===== config.mk =====
export PLATFORM = sky130hd
export DESIGN_NAME = wb_periph_hub
export DESIGN_NICKNAME = d
export VERILOG_FILES = /design/src/rtl/wb_hub_pkg.sv /design/src/rtl/wb_hub_regs.sv /design/src/rtl/wb_periph_hub.sv
export SDC_FILE = /design/constraint.sdc
export NUM_CORES = 1
export LEC_CHECK = 0
export BUFFER_PORTS_ARGS = -buffer_cell sky130_fd_sc_hd__clkbuf_2
export CORE_MARGIN = 4
export CORE_UTILIZATION = 40
export CTS_BUF_LIST = sky130_fd_sc_hd__clkbuf_16
export CTS_CLUSTER_SIZE = 12
export DETAILED_ROUTE_END_ITERATION = 16
export PLACE_DENSITY = 0.87
export SLEW_MARGIN = 10
export SYNTH_ARGS = -nofsm -noshare
export SYNTH_HDL_FRONTEND = slang
export SYNTH_HIERARCHICAL = 1
export SYNTH_SLANG_ARGS = --single-unit

===== constraint.sdc =====
create_clock -name clk_i -period 2.5 [get_ports clk_i]
set_input_delay 0.5 -clock clk_i [delete_from_list [all_inputs] [get_ports clk_i]]
set_output_delay 0.5 -clock clk_i [all_outputs]
set_load 0.05 [all_outputs]

===== src/rtl/wb_hub_pkg.sv =====
// Shared types and constants for the wb_periph_hub Wishbone decoder slice.
package wb_hub_pkg;

  typedef enum logic [1:0] {
    ST_IDLE,
    ST_ACCESS,
    ST_RESP,
    ST_ERR
  } hub_state_e;

  localparam logic [31:0] REG_IRQ_MASK    = 32'h0000_0000;
  localparam logic [31:0] REG_IRQ_STATUS  = 32'h0000_0004;
  localparam logic [31:0] REG_TIMEOUT_LOG = 32'h0000_0008;

  localparam int unsigned TO_FLAG_BIT = 31;

endpackage


===== src/rtl/wb_hub_regs.sv =====
// Local IRQ mask/status/timeout-log registers and registered irq_o.
// Timeout flag and log exist only when WB_HUB_TIMEOUT_EN is defined.
module wb_hub_regs
  import wb_hub_pkg::*;
#(
  parameter int unsigned NUM_SLAVES = 4,
  parameter int unsigned OFF_W      = 12
) (
  input  logic                  clk_i,
  input  logic                  rst_i,
  input  logic                  acc_i,
  input  logic                  we_i,
  input  logic [3:0]            sel_i,
  input  logic [OFF_W-1:0]      off_i,
  input  logic [31:0]           dat_i,
  output logic [31:0]           rdat_o,
  input  logic [NUM_SLAVES-1:0] irq_i,
  output logic                  irq_o,
  input  logic                  to_set_i,
  input  logic [31:0]           to_adr_i
);

  localparam logic [31:0] MASK_VALID =
    (32'(1) << TO_FLAG_BIT) | ((32'(1) << NUM_SLAVES) - 32'd1);

  logic [31:0] mask_q, mask_d;
  logic [31:0] status_w;
  logic        irq_q;
  logic        wr_mask;
  logic        to_flag;
  logic [31:0] to_log;

  assign wr_mask = acc_i & we_i & (off_i == OFF_W'(REG_IRQ_MASK));

  always_comb begin
    mask_d = mask_q;
    if (wr_mask) begin
      for (int unsigned b = 0; b < 4; b++) begin
        if (sel_i[b]) mask_d[8*b +: 8] = dat_i[8*b +: 8] & MASK_VALID[8*b +: 8];
      end
    end
  end

`ifdef WB_HUB_TIMEOUT_EN
  logic        to_flag_q;
  logic [31:0] to_log_q;
  logic        to_clr;

  assign to_clr = acc_i & we_i & (off_i == OFF_W'(REG_IRQ_STATUS))
                & sel_i[TO_FLAG_BIT/8] & dat_i[TO_FLAG_BIT];

  // A timeout in the same cycle as a W1C keeps the flag set.
  always_ff @(posedge clk_i) begin
    if (rst_i) begin
      to_flag_q <= 1'b0;
      to_log_q  <= '0;
    end else if (to_set_i) begin
      to_flag_q <= 1'b1;
      to_log_q  <= to_adr_i;
    end else if (to_clr) begin
      to_flag_q <= 1'b0;
    end
  end

  assign to_flag = to_flag_q;
  assign to_log  = to_log_q;
`else
  logic unused_to;
  assign unused_to = ^{to_set_i, to_adr_i};
  assign to_flag   = 1'b0;
  assign to_log    = '0;
`endif

  always_comb begin
    status_w                 = '0;
    status_w[NUM_SLAVES-1:0] = irq_i;
    status_w[TO_FLAG_BIT]    = to_flag;
  end

  always_comb begin
    rdat_o = '0;
    if (off_i == OFF_W'(REG_IRQ_MASK))         rdat_o = mask_q;
    else if (off_i == OFF_W'(REG_IRQ_STATUS))  rdat_o = status_w;
    else if (off_i == OFF_W'(REG_TIMEOUT_LOG)) rdat_o = to_log;
  end

  always_ff @(posedge clk_i) begin
    if (rst_i) begin
      mask_q <= '0;
      irq_q  <= 1'b0;
    end else begin
      mask_q <= mask_d;
      irq_q  <= |(status_w & mask_q);
    end
  end

  assign irq_o = irq_q;

endmodule


===== src/rtl/wb_periph_hub.sv =====
// Single-master Wishbone hub: window decode, registered slave request, local IRQ regs.
// Optional bus-timeout watchdog enabled by defining WB_HUB_TIMEOUT_EN.
module wb_periph_hub
  import wb_hub_pkg::*;
#(
  parameter int unsigned NUM_SLAVES     = 4,
  parameter logic [31:0] BASE_ADDR      = 32'h3000_0000,
  parameter int unsigned SPAN_BITS      = 12,
  parameter int unsigned TIMEOUT_CYCLES = 255
) (
  input  logic                     clk_i,
  input  logic                     rst_i,
  input  logic                     wbm_cyc_i,
  input  logic                     wbm_stb_i,
  input  logic                     wbm_we_i,
  input  logic [3:0]               wbm_sel_i,
  input  logic [31:0]              wbm_adr_i,
  input  logic [31:0]              wbm_dat_i,
  output logic                     wbm_ack_o,
  output logic                     wbm_err_o,
  output logic [31:0]              wbm_dat_o,
  output logic [NUM_SLAVES-1:0]    wbs_cyc_o,
  output logic [NUM_SLAVES-1:0]    wbs_stb_o,
  output logic                     wbs_we_o,
  output logic [3:0]               wbs_sel_o,
  output logic [31:0]              wbs_adr_o,
  output logic [31:0]              wbs_dat_o,
  input  logic [NUM_SLAVES-1:0]    wbs_ack_i,
  input  logic [32*NUM_SLAVES-1:0] wbs_dat_i,
  input  logic [NUM_SLAVES-1:0]    irq_i,
  output logic                     irq_o
);

  hub_state_e state_q, state_d;

  logic [NUM_SLAVES-1:0] wbs_stb_q;
  logic                  wbs_we_q;
  logic [3:0]            wbs_sel_q;
  logic [31:0]           wbs_adr_q, wbs_dat_q;
  logic                  wbm_ack_q, wbm_err_q;
  logic [31:0]           wbm_dat_q;

  logic        req, in_region, is_slave, is_local;
  logic [3:0]  slot_w;
  logic        ack_sel, timeout_w, reg_acc;
  logic [31:0] slave_rd, reg_rdat;

  assign req       = wbm_cyc_i & wbm_stb_i;
  assign slot_w    = 4'((wbm_adr_i - BASE_ADDR) >> SPAN_BITS);
  assign in_region = (wbm_adr_i[31:SPAN_BITS+4] == BASE_ADDR[31:SPAN_BITS+4]);
  assign is_slave  = in_region && ({28'd0, slot_w} < NUM_SLAVES);
  assign is_local  = in_region && ({28'd0, slot_w} == NUM_SLAVES);
  assign reg_acc   = (state_q == ST_IDLE) && req && is_local;

  // Only the strobed slot can complete the access; stray acks are masked out.
  assign ack_sel = |(wbs_ack_i & wbs_stb_q);

  always_comb begin
    slave_rd = '0;
    for (int unsigned k = 0; k < NUM_SLAVES; k++) begin
      if (wbs_stb_q[k]) slave_rd = slave_rd | wbs_dat_i[32*k +: 32];
    end
  end

`ifdef WB_HUB_TIMEOUT_EN
  localparam int unsigned TW = $clog2(TIMEOUT_CYCLES + 1);
  logic [TW-1:0] to_cnt_q;

  always_ff @(posedge clk_i) begin
    if (rst_i || state_q != ST_ACCESS) to_cnt_q <= '0;
    else                               to_cnt_q <= to_cnt_q + 1'b1;
  end

  assign timeout_w = (state_q == ST_ACCESS) && wbm_cyc_i && !ack_sel
                   && (to_cnt_q == TW'(TIMEOUT_CYCLES - 1));
`else
  localparam int unsigned unused_timeout_cycles = TIMEOUT_CYCLES;
  assign timeout_w = 1'b0;
`endif

  always_comb begin
    state_d = state_q;
    unique case (state_q)
      ST_IDLE: begin
        if (req) begin
          if (is_slave)      state_d = ST_ACCESS;
          else if (is_local) state_d = ST_RESP;
          else               state_d = ST_ERR;
        end
      end
      ST_ACCESS: begin
        if (!wbm_cyc_i)     state_d = ST_IDLE;
        else if (ack_sel)   state_d = ST_RESP;
        else if (timeout_w) state_d = ST_ERR;
      end
      ST_RESP: state_d = ST_IDLE;
      ST_ERR:  state_d = ST_IDLE;
      default: state_d = ST_IDLE;
    endcase
  end

  always_ff @(posedge clk_i) begin
    if (rst_i) begin
      state_q   <= ST_IDLE;
      wbs_stb_q <= '0;
      wbs_we_q  <= 1'b0;
      wbs_sel_q <= '0;
      wbs_adr_q <= '0;
      wbs_dat_q <= '0;
      wbm_ack_q <= 1'b0;
      wbm_err_q <= 1'b0;
      wbm_dat_q <= '0;
    end else begin
      state_q   <= state_d;
      wbm_ack_q <= (state_d == ST_RESP);
      wbm_err_q <= (state_d == ST_ERR);
      if (state_q == ST_IDLE && req) begin
        wbs_adr_q <= wbm_adr_i;
        wbs_dat_q <= wbm_dat_i;
        wbs_we_q  <= wbm_we_i;
        wbs_sel_q <= wbm_sel_i;
        if (is_local) wbm_dat_q <= reg_rdat;
      end
      if (state_q == ST_ACCESS && state_d == ST_RESP) wbm_dat_q <= slave_rd;
      if (state_d == ST_ERR) wbm_dat_q <= '0;
      if (state_q == ST_IDLE && state_d == ST_ACCESS) wbs_stb_q <= NUM_SLAVES'(1) << slot_w;
      else if (state_d != ST_ACCESS)                  wbs_stb_q <= '0;
    end
  end

  wb_hub_regs #(
    .NUM_SLAVES(NUM_SLAVES),
    .OFF_W     (SPAN_BITS)
  ) u_regs (
    .clk_i   (clk_i),
    .rst_i   (rst_i),
    .acc_i   (reg_acc),
    .we_i    (wbm_we_i),
    .sel_i   (wbm_sel_i),
    .off_i   (wbm_adr_i[SPAN_BITS-1:0]),
    .dat_i   (wbm_dat_i),
    .rdat_o  (reg_rdat),
    .irq_i   (irq_i),
    .irq_o   (irq_o),
    .to_set_i(timeout_w),
    .to_adr_i(wbs_adr_q)
  );

  assign wbm_ack_o = wbm_ack_q;
  assign wbm_err_o = wbm_err_q;
  assign wbm_dat_o = wbm_dat_q;
  assign wbs_cyc_o = wbs_stb_q;
  assign wbs_stb_o = wbs_stb_q;
  assign wbs_we_o  = wbs_we_q;
  assign wbs_sel_o = wbs_sel_q;
  assign wbs_adr_o = wbs_adr_q;
  assign wbs_dat_o = wbs_dat_q;

endmodule


==> run_results.csv, run 1 <==
group,metric,value,unit
cts,cts_resized,0,
yosys,yosys_warnings,6,
timing,hold_violations,0,
worst_setup_path,slowest_delay,490,ps
die,start_util,0.408,
worst_setup_path,r2r_slack,560,ps
worst_hold_path,hp-start,"wbm_dat_i[15]",
worst_setup_path,path_depth,9,
finish,fin_nets,1185,
global_routing,grt_pass1_vias,5664,
timing,fin_hold_ws,307,ps
global_routing,grt_pass1_wl,28.7,mm
die,ios,321,
worst_setup_path,r2r.worst_path.cells,4,
cts,cts_root_buf,"clkbuf_16",
timing,worst_pin_slew,978,ps
placed_design,numPlacedInstances,1133,
finish,drive_above_1_share,0.381,
timing,clock.fmax,0.468,GHz
worst_setup_path,r2r-start,"state_q[1]$_SDFF_PP0_",
finish,fin_util,0.572,
timing,rsz0062_at_grt,"false",
cts,ctsHtreeMaxLevel,4,
cts,hold_buffers,0,
cts,clkLatencyLatePin,410,ps
route,drc,0,
yosys,netlist_area,0.00539,mm²
timing,final.period_utilization,0.854,
global_routing,grt_max_degree,84,
worst_setup_path,path_class,"in2reg",
worst_setup_path,path_delay_family,"simple AND/OR/NAND/NOR gates",
global_routing,grtUsageTotal,0.241,
cts,cts.sinks,115,
run,cap_violations,0,
pwr,leakagePower,0.00341,µW
cts,clkSlewWorstSetupHoldPaths,60,ps
worst_setup_path,path_max_fanout,4,
global_routing,gr-total-overflow,0,
timing,setup_ws,365,ps
yosys,syn_avg_cell_area,7.90,µm²
timing,period_needed,2130,ps
finish,stdcell_count,1166,
worst_setup_path,cp-start-kind,"input pin",
die,die_w,124,µm
yosys,synthCells,682,
die,die-area,0.0154,mm²
cts,cts_tree,"yes",
route,drtPass1Iterations,5,
placed_design,port-buffer-count,320,
global_routing,antenna_found_initial,1,
pwr,p_total,4880,µW
worst_setup_path,worstPathCellList,"clkbuf_2 > nor4bb_1 > nand4_1 > or3_1 > clkinv_4 > nand4b_1 > nor4_4 > buf_4 > mux2i_1",
run_status,outcome,"completed",
route,wire_per_inst,16.5,µm
placed_design,hpwlAfterDp,14.6,mm
route,routed_wl,19.2,mm
timing,finalSetupViolations,0,
die,fp.dieH,124,µm
route,antenna_left,0,
placed_design,gp_congestion,0.813,
cts,cts_buffers,17,
worst_setup_path,endpoint_kind,"flop",
route,vias,5919,
cts,clock_path_buffers,2,
worst_setup_path,worstPathRequired,2830,ps
finish,area_delta_synth_final,40.2,%
timing,max-slew-margin-rel,0.348,
route,dr.first_iter.drc_count,283,
worst_setup_path,arrival,2460,ps
finish,fillers,1213,
pwr,irDropWorstVdd,0.000454,V
timing,drv_slew,0,
die,fp-row-count,42,
worst_hold_path,hold_class,"in2reg",
worst_hold_path,whs_path_depth,3,
worst_setup_path,cpMaxStageDelayCell,"or3_1",
die,core-area,0.0132,mm²
worst_hold_path,whs_endpoint,"wbs_dat_o[15]$_SDFFE_PP0P_",
worst_setup_path,crit_buf_inv,3,
placed_design,dp_slack,-90.2,ps
route,viasPerCell,5.08,
cts,post-cts-setup-buffer-count,0,
timing,finalClockSkew,7.66,ps
pwr,p_per_area,646,mW/mm²
worst_setup_path,reg2reg_to,"wbm_dat_o[2]$_SDFFE_PP0P_",
[where the power goes]
| group | switching (µW) | internal (µW) |
|---|---|---|
| Clock | 910 | 1370 |
| Sequential | 28.9 | 1890 |
| Combinational | 451 | 227 |
| Total | 1390 | 3490 |
[worst reg2reg max path: stages (launching register included)]
cell and delay, ps:
dfxtp_1 310, and3b_1 260, and2_1 790, and3_1 380
a311oi_1 70
[stage by stage]
stage | setup TNS [ps] | cell area, µm²
after floorplan | 0 | 5480
after global placement | -168 | 6990
after detailed placement | -302 | 6990
after CTS | 0 | 7550
after global routing | 0 | 7550
final | 0 | 7550
[cells in the final DEF (no fill, tap or decap), types with 2 or more instances in the layout]
cell / instances
inv_6: 4
mux2i_1: 9
buf_12: 2
dfxtp_1: 115
conb_1: 27
clkbuf_2: 320
nand4_1: 2
clkinv_2: 2
a311oi_1: 32
and2_1: 2
clkinvlp_4: 4
a21oi_1: 73
o21ai_0: 4
nor4_1: 4
buf_4: 15
nand4b_1: 2
clkbuf_16: 17
clkinv_1: 2
nand2b_1: 12
nand2_1: 210
or4_4: 2
and3_1: 32
a22oi_1: 68
or3_1: 2
nor2_1: 8
clkinv_4: 3
[how the worst max path moves through the flow]
stage,startpoint,end
floorplan,wbm_adr_i[12],u_regs/mask_q[0]$_SDFFE_PP0P_
global placement,wbm_adr_i[27],u_regs/mask_q[3]$_SDFFE_PP0P_
detailed placement,wbm_adr_i[27],u_regs/mask_q[2]$_SDFFE_PP0P_
CTS,wbm_adr_i[27],u_regs/mask_q[2]$_SDFFE_PP0P_
global route,wbm_adr_i[31],u_regs/mask_q[2]$_SDFFE_PP0P_
finish,wbm_adr_i[27],u_regs/mask_q[2]$_SDFFE_PP0P_
[per-layer routing]
metal  vias to the layer above  wire length [µm]  GRT usage
li1                       2930                 -          -
met1                      2695              7240      0.271
met2                       261              9590      0.415
met3                        33              1880     0.0831
met4                         0               516      0.102
met5                         -                 0          0
[state kept, by name (all words and copies together), names as in the netlist]
name and flops:
state_q 2, u_regs/irq_o 1, u_regs/mask_q 5, wbm_ack_o 1
wbm_dat_o 32, wbm_err_o 1, wbs_adr_o 32, wbs_cyc_o 4
wbs_dat_o 32, wbs_sel_o 4, wbs_we_o 1
[layout make-up]
class	count	area, µm²	share of cell area
inverter	2	12.5	0.00166
tap	176	220	0.0292
timing repair buffer	337	1750	0.232
sequential	115	2300	0.305
multi-input combinational	503	2700	0.358
clock inverter	15	130	0.0172
antenna	1	2.50	0.000331
clock buffer	17	425	0.0563
Power figures use the tool's default switching activity.
==> run 2: changes to the inputs <==
CELL_PAD_IN_SITES_DETAIL_PLACEMENT = 1   (was not set)
CELL_PAD_IN_SITES_GLOBAL_PLACEMENT = 2   (was not set)
CORE_ASPECT_RATIO = 1.1   (was not set)
CORE_UTILIZATION = 20   (was 40)
PLACE_DENSITY = 0.84   (was 0.87)
==> run_results.csv, run 2 (synthesis results as in run 1) <==
group,metric,value,unit
run_status,outcome,"completed",
route,routed_wl,23.9,mm
timing,rsz0062_at_grt,"false",
placed_design,place_area,0.00723,mm²
run,cap_violations,0,
worst_setup_path,path_max_fanout,4,
route,viasPerCell,4.47,
placed_design,dp_slack,-65.0,ps
timing,period_needed,2110,ps
die,fp-row-count,62,
die,ios,321,
cts,cts_tree,"yes",
route,wire_per_inst,17.8,µm
cts,cts.sinks,115,
pwr,irDropWorstVdd,0.000420,V
timing,setup_ws,393,ps
worst_setup_path,cpMaxStageDelayCell,"or3_1",
finish,drive_above_1_share,0.381,
worst_setup_path,arrival,2440,ps
finish,final_area,0.00784,mm²
finish,area_delta_synth_final,45.6,%
worst_setup_path,slowest_delay,500,ps
worst_setup_path,worstPathCellList,"clkbuf_2 > nor4_1 > nand4_1 > or3_1 > clkinv_4 > nand4b_1 > nor4_4 > mux2i_1",
global_routing,grt_pass1_vias,6252,
cts,cts_buffers,17,
cts,clkLatencyLatePin,410,ps
finish,fin_nets,1187,
placed_design,hpwlAfterDp,18.6,mm
finish,fillers,3234,
die,die-area,0.0296,mm²
finish,layout_commonest_cell,"clkbuf_2",
placed_design,gp_congestion,0.719,
global_routing,grt_pass1_wl,35.4,mm
cts,clkSlewWorstSetupHoldPaths,60,ps
global_routing,grtUsageTotal,0.153,
cts,clock_path_buffers,2,
route,dr.first_iter.drc_count,207,
global_routing,antenna_found_initial,1,
cts,cts_resized,0,
die,die_w,164,µm
pwr,p_total,5200,µW
timing,max-slew-margin-rel,0.326,
timing,tns,0,ps
timing,finalSetupViolations,0,
worst_setup_path,cp-start-kind,"input pin",
worst_setup_path,endpoint_kind,"flop",
die,start_util,0.205,
timing,worst_pin_slew,1010,ps
route,drc,0,
global_routing,grt_max_degree,72,
pwr,leakagePower,0.00345,µW
timing,fin_hold_ws,310,ps
finish,final_cell_mix,"clkbuf_2, nand2_1, dfxtp_1",
route,drtPass1Iterations,4,
die,core-area,0.0263,mm²
route,vias,6005,
worst_setup_path,worstPathRequired,2830,ps
worst_hold_path,hold_class,"in2reg",
placed_design,port-buffer-count,320,
pwr,p_per_area,663,mW/mm²
timing,finalClockSkew,11.3,ps
cts,ctsHtreeMaxLevel,4,
cts,cts_root_buf,"clkbuf_16",
finish,diodes,0,
global_routing,gr-total-overflow,0,
cts,post-cts-setup-buffer-count,0,
worst_setup_path,path_class,"in2reg",
route,antenna_left,0,
die,fp.dieH,180,µm
cts,hold_buffers,0,
timing,hold_violations,0,
timing,drv_slew,0,
timing,final.period_utilization,0.843,
timing,clock.fmax,0.475,GHz
run 2: cell count changes in the layout (fill, tap and decap cells not counted):
| cell | delta |
|---|---|
| buf_4 | +2 |
| clkinv_1 | +1 |
| diode_2 | -1 |
| bufinv_16 | +3 |
| clkinvlp_4 | -3 |
| clkinv_2 | +1 |
| clkinv_4 | +1 |
| inv_6 | -3 |
run 2: area by class of cell:
cell class                      count  area, µm²  share of cell area
Inverter                            2       12.5             0.00160
Multi-Input combinational cell    503       2700               0.345
Sequential cell                   115       2300               0.294
Timing Repair Buffer              339       1770               0.226
Tap cell                          352        440              0.0562
Clock inverter                     15        189              0.0241
Clock buffer                       17        425              0.0543
run 2: stage by stage:
stage	instances	util
after floorplan	708	-
after global placement	1311	0.275
after detailed placement	1311	0.275
after CTS	1343	0.298
after global routing	1343	0.298
final	1343	0.298
run 2: metal layers:
layer  track usage  vias up  wire length [µm]
li1              -     2936                 -
met1         0.164     2805              9200
met2         0.276      248             11800
met3        0.0716       14              2670
met4        0.0303        2               183
met5             0        -                13
run 2: final timing paths:
kind / from / to / slack, ps / depth (start not counted)
worst max-delay path: wbm_adr_i[23] / u_regs/mask_q[3]$_SDFFE_PP0P_ / 390 / 8
worst min-delay path: wbm_dat_i[17] / wbs_dat_o[17]$_SDFFE_PP0P_ / 310 / 3
worst min register to register: wbs_adr_o[11]$_SDFFE_PP0P_ / wbs_adr_o[11]$_SDFFE_PP0P_ / 450 / 2
worst max register to register: wbs_cyc_o[0]$_SDFFE_PP0P_ / wbm_dat_o[2]$_SDFFE_PP0P_ / 560 / 5
run 2: power by group:
part	internal, µW	total [µW]	switching [µW]	leakage (µW)
sequential	1890	1930	30.4	0.000933
clock	1660	2570	916	0.000299
combinational	229	698	468	0.00222
run 2: critical path: cells and delay by family:
family	cells	cell delay [ps]
AND/OR/NAND/NOR	5	1520
multiplexers	1	240
buffers and inverters	2	170
